**src/rtl/xor_pulse_tx.sv**
```systemverilog
// xor_pulse_tx: turns a valid/ready stream of (a, b) bit pairs into edge-encoded
// pulses on the a/b/clk inputs of the XOR cell model. Each toggle is one pulse,
// and toggles are spaced GAP_CYCLES edges apart. The block also tracks the cell
// output level expected after each completed symbol.
//
// Optional feature (define XOR_PULSE_TX_CHECK_EN): this adds the dut_out input
// and the mismatch/err_count outputs. The cell output is compared against
// expect_out on the edge that leaves GAP_CLK.
module xor_pulse_tx #(
    parameter int GAP_CYCLES = 3,
    parameter int CNT_W      = 16
) (
    input  logic             clk,
    input  logic             rst,
    input  logic             in_valid,
    output logic             in_ready,
    input  logic             in_a,
    input  logic             in_b,
    output logic             a_out,
    output logic             b_out,
    output logic             clk_out,
    output logic             busy,
    output logic             expect_out,
    output logic [CNT_W-1:0] sym_count
`ifdef XOR_PULSE_TX_CHECK_EN
    ,
    input  logic             dut_out,
    output logic             mismatch,
    output logic [CNT_W-1:0] err_count
`endif
);

    // The gap counter is loaded with GAP_CYCLES-1, so the next toggle lands
    // exactly GAP_CYCLES edges after the current one.
    localparam logic [7:0] RELOAD = 8'(GAP_CYCLES - 1);

    typedef enum logic [1:0] {
        IDLE,
        GAP_A,
        GAP_B,
        GAP_CLK
    } state_t;

    state_t     state;
    logic [7:0] gap_cnt;
    logic       lat_a;
    logic       lat_b;

    // Only IDLE accepts a symbol. Reset forces IDLE asynchronously, so ready
    // comes back at once when rst is asserted.
    assign in_ready = (state == IDLE);
    assign busy     = ~in_ready;

    // Pulse sequencer: emits a, then b, then clk toggles. It also updates the
    // expected output and the symbol counter on the clk toggle.
    always_ff @(posedge clk or posedge rst) begin
        if (rst) begin
            state      <= IDLE;
            gap_cnt    <= 8'd0;
            lat_a      <= 1'b0;
            lat_b      <= 1'b0;
            a_out      <= 1'b0;
            b_out      <= 1'b0;
            clk_out    <= 1'b0;
            expect_out <= 1'b0;
            sym_count  <= '0;
        end else begin
            case (state)
                IDLE: begin
                    if (in_valid) begin
                        lat_a   <= in_a;
                        lat_b   <= in_b;
                        gap_cnt <= RELOAD;
                        if (in_a) begin
                            a_out <= ~a_out;
                            state <= GAP_A;
                        end else if (in_b) begin
                            b_out <= ~b_out;
                            state <= GAP_B;
                        end else begin
                            // A symbol of (0,0) is a bare clock pulse. It has
                            // even parity, so the expected level is unchanged.
                            clk_out    <= ~clk_out;
                            sym_count  <= sym_count + CNT_W'(1);
                            expect_out <= expect_out ^ (in_a ^ in_b);
                            state      <= GAP_CLK;
                        end
                    end
                end
                GAP_A: begin
                    if (gap_cnt == 8'd0) begin
                        gap_cnt <= RELOAD;
                        if (lat_b) begin
                            b_out <= ~b_out;
                            state <= GAP_B;
                        end else begin
                            clk_out    <= ~clk_out;
                            sym_count  <= sym_count + CNT_W'(1);
                            expect_out <= expect_out ^ (lat_a ^ lat_b);
                            state      <= GAP_CLK;
                        end
                    end else begin
                        gap_cnt <= gap_cnt - 8'd1;
                    end
                end
                GAP_B: begin
                    if (gap_cnt == 8'd0) begin
                        gap_cnt    <= RELOAD;
                        clk_out    <= ~clk_out;
                        sym_count  <= sym_count + CNT_W'(1);
                        expect_out <= expect_out ^ (lat_a ^ lat_b);
                        state      <= GAP_CLK;
                    end else begin
                        gap_cnt <= gap_cnt - 8'd1;
                    end
                end
                GAP_CLK: begin
                    // This gap gives the cell time to settle after its clock
                    // pulse before the next symbol can start.
                    if (gap_cnt == 8'd0) begin
                        state <= IDLE;
                    end else begin
                        gap_cnt <= gap_cnt - 8'd1;
                    end
                end
                default: state <= IDLE;
            endcase
        end
    end

`ifdef XOR_PULSE_TX_CHECK_EN
    // Compares the cell output on the edge that leaves GAP_CLK. The mismatch
    // flag is sticky, and the error count saturates at all-ones.
    always_ff @(posedge clk or posedge rst) begin
        if (rst) begin
            mismatch  <= 1'b0;
            err_count <= '0;
        end else if (state == GAP_CLK && gap_cnt == 8'd0 && dut_out != expect_out) begin
            mismatch <= 1'b1;
            if (err_count != '1) begin
                err_count <= err_count + CNT_W'(1);
            end
        end
    end
`endif

endmodule
```
**config.mk**
```make
export PLATFORM = sky130hd
export DESIGN_NAME = xor_pulse_tx
export DESIGN_NICKNAME = d
export VERILOG_FILES = /design/src/rtl/xor_pulse_tx.sv
export SDC_FILE = /design/constraint.sdc
export NUM_CORES = 1
export LEC_CHECK = 0
export BUFFER_PORTS_ARGS = -buffer_cell sky130_fd_sc_hd__buf_2
export CELL_PAD_IN_SITES_DETAIL_PLACEMENT = 1
export CELL_PAD_IN_SITES_GLOBAL_PLACEMENT = 1
export CORE_MARGIN = 8
export CORE_UTILIZATION = 45
export CTS_BUF_LIST = sky130_fd_sc_hd__clkbuf_4
export DETAILED_ROUTE_END_ITERATION = 7
export PLACE_DENSITY_LB_ADDON = 0.12
export SLEW_MARGIN = 20
export SYNTH_ARGS = -nofsm -noshare
export SYNTH_HDL_FRONTEND = slang
export SYNTH_SLANG_ARGS = --single-unit
```
**constraint.sdc**
```tcl
create_clock -name clk -period 2.1 [get_ports clk]
set_input_delay 0 -clock clk [delete_from_list [all_inputs] [get_ports clk]]
set_output_delay 0 -clock clk [all_outputs]
set_load 0.005 [all_outputs]
```
==> flow_results.org, run 1 <==
** Routing
- First drt pass iteration count :: 4
- Wire segments on met3 add up to 115 um in the final route.
- For this run, design rule violations remaining after detail routing come to 0.
- In this run the top signal layer used is met4.
- Count of vias placed by the detailed router :: roughly 1.3k
- Number of nets with antenna violations after detailed routing :: 0
- Via/cell ratio :: roughly 5.3
- Routed length on met2 :: ~2.1 mm
- Dividing the detail-routed wire length by the instance count gives between 15 and 20 um.
- For this block, the initial DRC count from the detailed router was 53.
- For this block, the routed nets add up to 4.019 mm of wire.
- Routed length on met1 :: roughly 1.7 mm

** Clock network
- Clock network latency to the later pin of the worst-skew pair :: about 330 ps
- # clock sinks :: 32
- Root buffer cell :: sky130_fd_sc_hd__clkbuf_4
- Clock Tree Buf Depth :: 2
- Maximum level of the CTS H-tree :: 2
- Clock buffers created by TritonCTS :: 5
- CTS clk-pin slew, worst paths :: 100 ps
- TritonCTS built the clock tree.

** Logic synthesis
- The cell area that synthesis handed to floorplanning was around 0.0017 mm^2.
- For this run, the number of Yosys warnings is 0.
- Synthesis produced a netlist whose cell count is ~160.
- Number of distinct library cell variants in the gate-level netlist after synthesis :: 38
- Most common flop cell mapped by yosys :: sky130_fd_sc_hd__dfrtp_1
- For this run, the register share of the synthesized area comes to 0.4787.
- Async S/R FF share, synth :: 1.000
- Synthesized netlist net count :: 173
- In this run, synthesis inferred 0 flip-flops with an integrated enable.
- #FFs+latches synth :: 32
- A synthesized cell averages roughly 10 um^2.

** Placement
- Including well taps, the total number of placed cells is about 240.
- Port buffering added 26 buffers.
- Detailed-placement wirelength estimate :: between 2 and 3 mm
- At the end of routability-driven placement, the weighted congestion stood at approximately 0.83.

** Power
- Of the total power, registers draw 0.361.
- Pwr/cell area :: ~1400 mW/mm^2
- Combinational cell fraction of total power :: 0.526
- The internal portion of the total power is about 1.6 mW.
- LEAKAGE :: 0.9686 nW
- Switching power total :: 1.279 mW
- IR analysis of the VDD net gives a maximum drop of between 0.6 and 0.7 mV.
- Portion of total power attributed to the clock network :: 0.114
- Of the total power, the share spent switching nets is 0.4376.

** Finish
- Layout net count :: 215
- Count of non-filler cells in the finished layout :: around 250
- Counting the fill cells in the layout gives a little over 400.
- 0 antenna diodes ended up in the layout.
- Highest-count cells in the layout ignoring fill and taps :: sky130_fd_sc_hd__dfrtp_1, sky130_fd_sc_hd__buf_2, sky130_fd_sc_hd__nand2_1
- Once layout is complete, the utilization of the core stands at 0.5604.
- Of the cells placed in the final design, the portion with a size suffix greater than 1 is 0.2402.
- The library cell used most frequently in the layout, excluding fill and tap cells, is sky130_fd_sc_hd__dfrtp_1.
- Relative area change from synthesis to final layout :: 20.79%

** Setup path
- Cell breakdown of the critical path :: inv_1 > ha_1 > nor3b_4 > a21oi_2 > nor3_2 > buf_6 > mux2_2
- The worst setup path is of the flip-flop to flip-flop kind.
- The number of cells on the worst reg-to-reg path is 7.
- On the critical path the largest part of the delay comes from simple AND/OR/NAND/NOR gates.
- For the worst setup path, the data arrival time is approximately 2200 ps.
- Worst setup slack for register-to-register paths :: a little under 100 ps
- The slowest stage of the critical path belongs to the cell sky130_fd_sc_hd__dfrtp_1.
- Startpoint of the worst-slack reg-to-reg timing path :: gap_cnt[0]
- The worst setup path is captured at a flip-flop.
- CP Data Required Time :: 2320 ps
- In this run the critical register-to-register path is captured at sym_count[1].
- Together, buffers and inverters on the worst path number 2.
- Delay of the slowest cell on the worst path :: 410 ps
- Worst setup SP type :: flip-flop
- Highest net fanout along the worst path :: 12

** STA
- Final max-slew violation count :: 0
- Shortest clock period the worst path allows after layout :: about 2000 ps
- Slew @ Worst Pin :: about 660 ps
- Derived from the worst setup path, the maximum achievable clock frequency is 499.6 MHz.
- Between clock sinks in the finished design, the worst skew comes to 12.08 ps.
- The hold violation total from the final report is 0.
- Final worst-path cycle share :: 0.9531
- Final-report setup violation count :: 0
- Max-slew headroom at the worst pin :: 0.5567

** Job
- Max-cap check violation count :: 0

** GRT
- Summed over all layers, the global routing overflow is 0.
- The via count of the first global-routing pass is between 1k and 1.5k.
- Maximum number of pins on one net before global-route repair :: 33
- Total routing usage reported by global routing :: 0.1460
- Initial antenna violation count :: 0
- The first global-routing pass estimated 6.982 mm of wire.

** Floorplanning
- The initial utilization of the core area, before any placement, comes to 0.4639.
- After floorplanning, the core was sized to cover roughly 0.0036 mm^2.
- The die is around 77 um tall.
- For this design the top-level I/O count stands at 27.
- Core Rows :: 22
- In this run the horizontal extent of the chip is approximately 77 um.
- The die covers 0.005924 mm^2.

** Worst hold path
- Class of the most critical hold timing path :: input pin to asynchronous set/reset pin

** Outcome
- Outcome :: complete, no violations
[power by group through the flow]
stage                     Sequential, mW  Combinational (mW)  Clock, mW
final                               1.05                1.54      0.332
after global routing                1.09                1.73      0.364
after CTS                           1.05                1.51      0.350
after detailed placement            1.06                1.48          0
after global placement              1.04                1.42          0
after floorplan                     1.01                1.02          0
[repair_timing]
| item | 4_1_cts | 5_1_grt |
|---|---|---|
| pin swaps | 0 | 0 |
| setup buffers | 0 | 1 |
| endpoints found under the setup margin | 10 | 2 |
| hold buffers | 5 | 0 |
| resized for setup | 1 | 2 |
| hold endpoints to repair | 35 | 0 |
[worst max-delay path by stage]
stage | from | to | cells past startpoint | slack (ps)
3_3_place_gp | gap_cnt[0] | sym_count[1] | 7 | 80
3_5_place_dp | gap_cnt[0] | sym_count[1] | 7 | -60
5_1_grt | state[1] | sym_count[3] | 9 | -6
2_1_floorplan | gap_cnt[0] | sym_count[6] | 8 | 210
4_1_cts | gap_cnt[0] | sym_count[1] | 7 | 70
6_report | gap_cnt[0] | sym_count[1] | 7 | 100
[cell type report]
cell class	count	area [um^2]	area share
tap	48	60.06	0.02972
sequential	32	800.8	0.3963
multi-input combinational	116	830.8	0.4111
inverter	9	33.78	0.01672
timing repair buffer	39	244.0	0.1207
clock buffer	5	37.54	0.01858
clock inverter	3	13.76	0.006811
[cells in the mapped netlist (2+ instances only)]
library cell               number  area share
sky130_fd_sc_hd__nand3b_1       2      0.0090
sky130_fd_sc_hd__mux2_2         2       0.013
sky130_fd_sc_hd__ha_1           7       0.052
sky130_fd_sc_hd__o21a_1         2      0.0090
sky130_fd_sc_hd__mux2i_1        2       0.012
sky130_fd_sc_hd__dfrtp_1       32        0.48
sky130_fd_sc_hd__nand2b_1       3       0.011
sky130_fd_sc_hd__nand4_1        6       0.022
sky130_fd_sc_hd__o21ai_0        3      0.0090
sky130_fd_sc_hd__nor4_4         2       0.025
sky130_fd_sc_hd__or3_1          2      0.0075
sky130_fd_sc_hd__nand2_1       17       0.038
sky130_fd_sc_hd__a21oi_1        6       0.018
sky130_fd_sc_hd__xor2_1         8       0.042
sky130_fd_sc_hd__and4_1         2       0.010
sky130_fd_sc_hd__nor2_1         9       0.020
sky130_fd_sc_hd__nand3_1        8       0.024
sky130_fd_sc_hd__and3_1         3       0.011
sky130_fd_sc_hd__xnor2_1       15       0.079
sky130_fd_sc_hd__clkbuf_1       3      0.0067
sky130_fd_sc_hd__nor2b_1        2      0.0075
sky130_fd_sc_hd__inv_1          9       0.020
[worst min-delay path: cells and delay by family]
family | cells | cell delay, ps
buffers and inverters | 4 | 1070
[metal layers]
metal	track usage	vias up
met5	0	-
met4	0.07925	0
met3	0.03963	9
met2	0.2455	26
met1	0.1639	661
li1	-	637
[flip-flops by register name, summed over array words and instances (netlist names)]
register,cells
b_out,1
state,2
expect_out,1
gap_cnt,8
a_out,1
sym_count,16
clk_out,1
lat_b,1
lat_a,1
[cell families (layout without fill, tap and decap cells)]
logic type,after synthesis,count (layout),synth area share
flops,32,32,0.4787
xor+xnor,23,23,0.1204
compound gates,20,20,0.08004
simple gates,62,62,0.2117
fa+ha+maj,7,7,0.05235
buf+inv,13,56,0.03141
mux,4,4,0.02543
[metrics by stage]
stage	setup slack (ps)	TNS [ps]	hold slack (ps)	power (mW)	area, um^2
floorplan	208.3	0	116.2	2.031	1673
global placement	80.55	0	99.59	2.461	1897
detailed placement	-63.55	-152.3	114.7	2.544	1897
CTS	67.50	0	279.7	2.910	2003
global route	-5.973	-5.973	329.4	3.183	2021
finish	98.43	0	304.0	2.924	2021
Power figures use the tool's default switching activity.
==> run 2: changes to the inputs <==
==> constraint.sdc (replaced) <==
create_clock -name clk -period 2.3 [get_ports clk]
set_input_delay 0 -clock clk [delete_from_list [all_inputs] [get_ports clk]]
set_output_delay 0 -clock clk [all_outputs]
set_load 0.005 [all_outputs]
==> run 2 against run 1 <==
Against the previous run: highest routed layer unchanged; sequential share of layout area up 0.75 points; non-clock buffer count down 4; first-iteration DRC count down 25%; via count up 1.4%; sequential power down 8%; flip-flop and latch count unchanged; largest cell class unchanged; worst setup slack better by 120 ps; clock skew down 0.68 ps; wire length down 1.4%.
==> flow_results.org, run 2 (synthesis gave the netlist of run 1 again) <==
** Placement
- After legalization and detailed placement, the total HPWL measured around 3 mm.
- The congestion estimate from routability-driven global placement came to ~0.8.
- Prior to clock tree synthesis, the placed netlist has a worst setup slack of 144.2 ps.
- The count of buffers added on input and output ports is 26.

** Finish
- In the layout the commonest cells are sky130_fd_sc_hd__dfrtp_1, sky130_fd_sc_hd__buf_2, sky130_fd_sc_hd__nand2_1.
- The repair_antennas step left the layout with diodes totalling 0.
- Summing all multi-input logic gate instances after layout gives 824.5 um^2.
- Fin util :: 0.5500
- Register containing the most flip-flops in the final layout :: sym_count
- Counting the fill cells in the layout gives 418.
- Max FFs per register :: 16
- Compared with the post-synthesis result, the final layout area differs by 18.55%.
- Registers with the most flip-flops :: sym_count (16), gap_cnt (8), state (2)
- The library cell used most frequently in the layout, excluding fill and tap cells, is sky130_fd_sc_hd__dfrtp_1.
- Ratio of cells with drive above 1 in the final layout :: 0.2300
- Layout net count :: roughly 210
- Sequential Area :: ~800 um^2

** STA
- Hold slack final :: just under 7 ps
- For the pin with the worst max-slew slack, the measured transition is 556.2 ps.
- RSZ-0062 raised after global routing :: false
- Setup violations remaining at the end of the flow were counted as 0.
- Max-slew headroom at the worst pin :: 0.6275
- The max-slew violation count was 0.
- Final worst-path cycle share :: 0.9034
- Final worst-path setup slack :: approximately 220 ps
- The hold violation total from the final report is 0.
- Derived from the worst setup path, the maximum achievable clock frequency is roughly 480 MHz.
- For the final routed database, the setup TNS stands at 0 ps.
- Clock skew on the completed layout was measured at approximately 11 ps.
- Shortest clock period the worst path allows after layout :: 2078 ps

** Clock network
- After clock tree synthesis, the clock-pin slew on the worst setup and hold paths is ~100 ps.
- Once the clock tree was built, the setup fixing pass inserted 0 buffers.
- Clock network latency to the later pin of the worst-skew pair :: roughly 320 ps
- Clock buffers created by TritonCTS :: 5
- Root buffer cell :: sky130_fd_sc_hd__clkbuf_4
- The longest clock path from root to sink contains 2 buffers.
- CTS tree :: yes
- The clock tree synthesis step divided the H-tree into 2 levels.
- The clock drives 32 sinks.

** Routing
- Initial detailed-routing violation count :: 40
- After detailed routing, the number of remaining DRC violations is 0.
- Final routed wire length divided by cell count :: between 15 and 20 um
- Number of nets with antenna violations after detailed routing :: 0
- For this block, the routed nets add up to roughly 4.0 mm of wire.
- First drt pass iteration count :: 4
- Via/cell ratio :: approximately 5.5
- For this block, the via count after detailed routing is ~1.4k.

** Outcome
- The run finished with clean final reports.

** Setup path
- Worst setup SP type :: flip-flop
- The worst setup path is of the flip-flop to flip-flop kind.
- STA puts the critical path data arrival time at roughly 2300 ps.
- Number of cells traversed by the worst register-to-register path :: 7
- The worst setup path is captured at a flip-flop.
- CP Data Required Time :: ~2500 ps
- Of all nets on the critical path, the largest fanout is 12.

** Floorplanning
- Std-Cell Core Area :: 0.003606 mm^2
- Overall die area :: roughly 0.0059 mm^2
- In this run the core area contains 22 standard-cell rows.
- Overall die height :: around 77 um
- X dimension of the die :: 76.97 um
- 27 I/O pins were placed.
- Initial cell density of the core :: 0.4639

** Power
- VDD IR max :: just over 0.6 mV
- The design draws 2.615 mW.
- Power spread over the standard cell area amounts to between 1000 and 1500 mW/mm^2.
- LEAKAGE :: roughly 0.95 nW

** GRT
- Summed over all layers, the global routing overflow is 0.
- Via count of the first global-routing pass :: 1473
- The initial antenna violation count is 0.
- The first global-routing pass estimated ~6.9 mm of wire.
- Total routing usage reported by global routing :: 0.1426
- Entering global routing, the biggest net connects 33 pins.

** Worst hold path
- In this run the worst hold path is classified as input pin to flip-flop.
- The worst hold path was traced through 3 stages.

** Job
- Max-cap check violation count :: 0
==> run 2: routing by layer <==
metal	wire [um]	global-route usage	share of wire	up-vias
li1	-	-	-	627
met1	1712	0.1661	0.43	693
met2	2071	0.2472	0.52	26
met3	118	0.02797	0.030	6
met4	61	0.06226	0.015	0
met5	0	0	0	-
==> run 2: power breakdown <==
| group | leakage [nW] | total (mW) | internal [mW] | switching, mW |
|---|---|---|---|---|
| Clock | 0.0338 | 0.327 | 0.141 | 0.186 |
| Sequential | 0.407 | 0.962 | 0.754 | 0.209 |
| Combinational | 0.509 | 1.33 | 0.583 | 0.742 |
| Total | 0.950 | 2.61 | 1.48 | 1.14 |
==> run 2: path summary, 6_finish.rpt <==
kind | from | to | slack [ps]
setup / recovery | gap_cnt[0] | sym_count[1] | 220
min in group asynchronous | rst | gap_cnt[5] | 290
hold reg to reg | clk_out | clk_out | 460
setup reg to reg | gap_cnt[0] | sym_count[1] | 220
max in group asynchronous | rst | sym_count[2] | 1700
hold / removal | in_valid | a_out | 7
==> run 2: timing repair <==
action / 4_1_cts / 5_1_grt
hold buffers: 4 / 0
endpoints found under the hold margin: 35 / 0
resized for setup: 0 / 1
setup endpoints to repair: 0 / 7
==> run 2: worst max-delay path, cell delays in order (launching register included) <==
cell and delay (ps):
sky130_fd_sc_hd__dfrtp_1 420, sky130_fd_sc_hd__inv_1 120, sky130_fd_sc_hd__ha_1 200, sky130_fd_sc_hd__nor3b_2 290, sky130_fd_sc_hd__a21oi_2 150, sky130_fd_sc_hd__nor3_2 210, sky130_fd_sc_hd__buf_4 220, sky130_fd_sc_hd__mux2_2 350
==> run 2: layout make-up <==
| class | instances | area share |
|---|---|---|
| clock inverter | 1 | 0.001893 |
| timing repair buffer | 35 | 0.1047 |
| clock buffer | 7 | 0.02650 |
| inverter | 9 | 0.01703 |
| sequential | 32 | 0.4038 |
| tap | 48 | 0.03028 |
| multi-input combinational | 116 | 0.4158 |
==> run 2: per-stage QoR <==
stage	cell area (um^2)	std cells
after floorplan	1673	161
after global placement	1882	236
after detailed placement	1882	236
after CTS	1978	248
after global routing	1983	248
final	1983	248
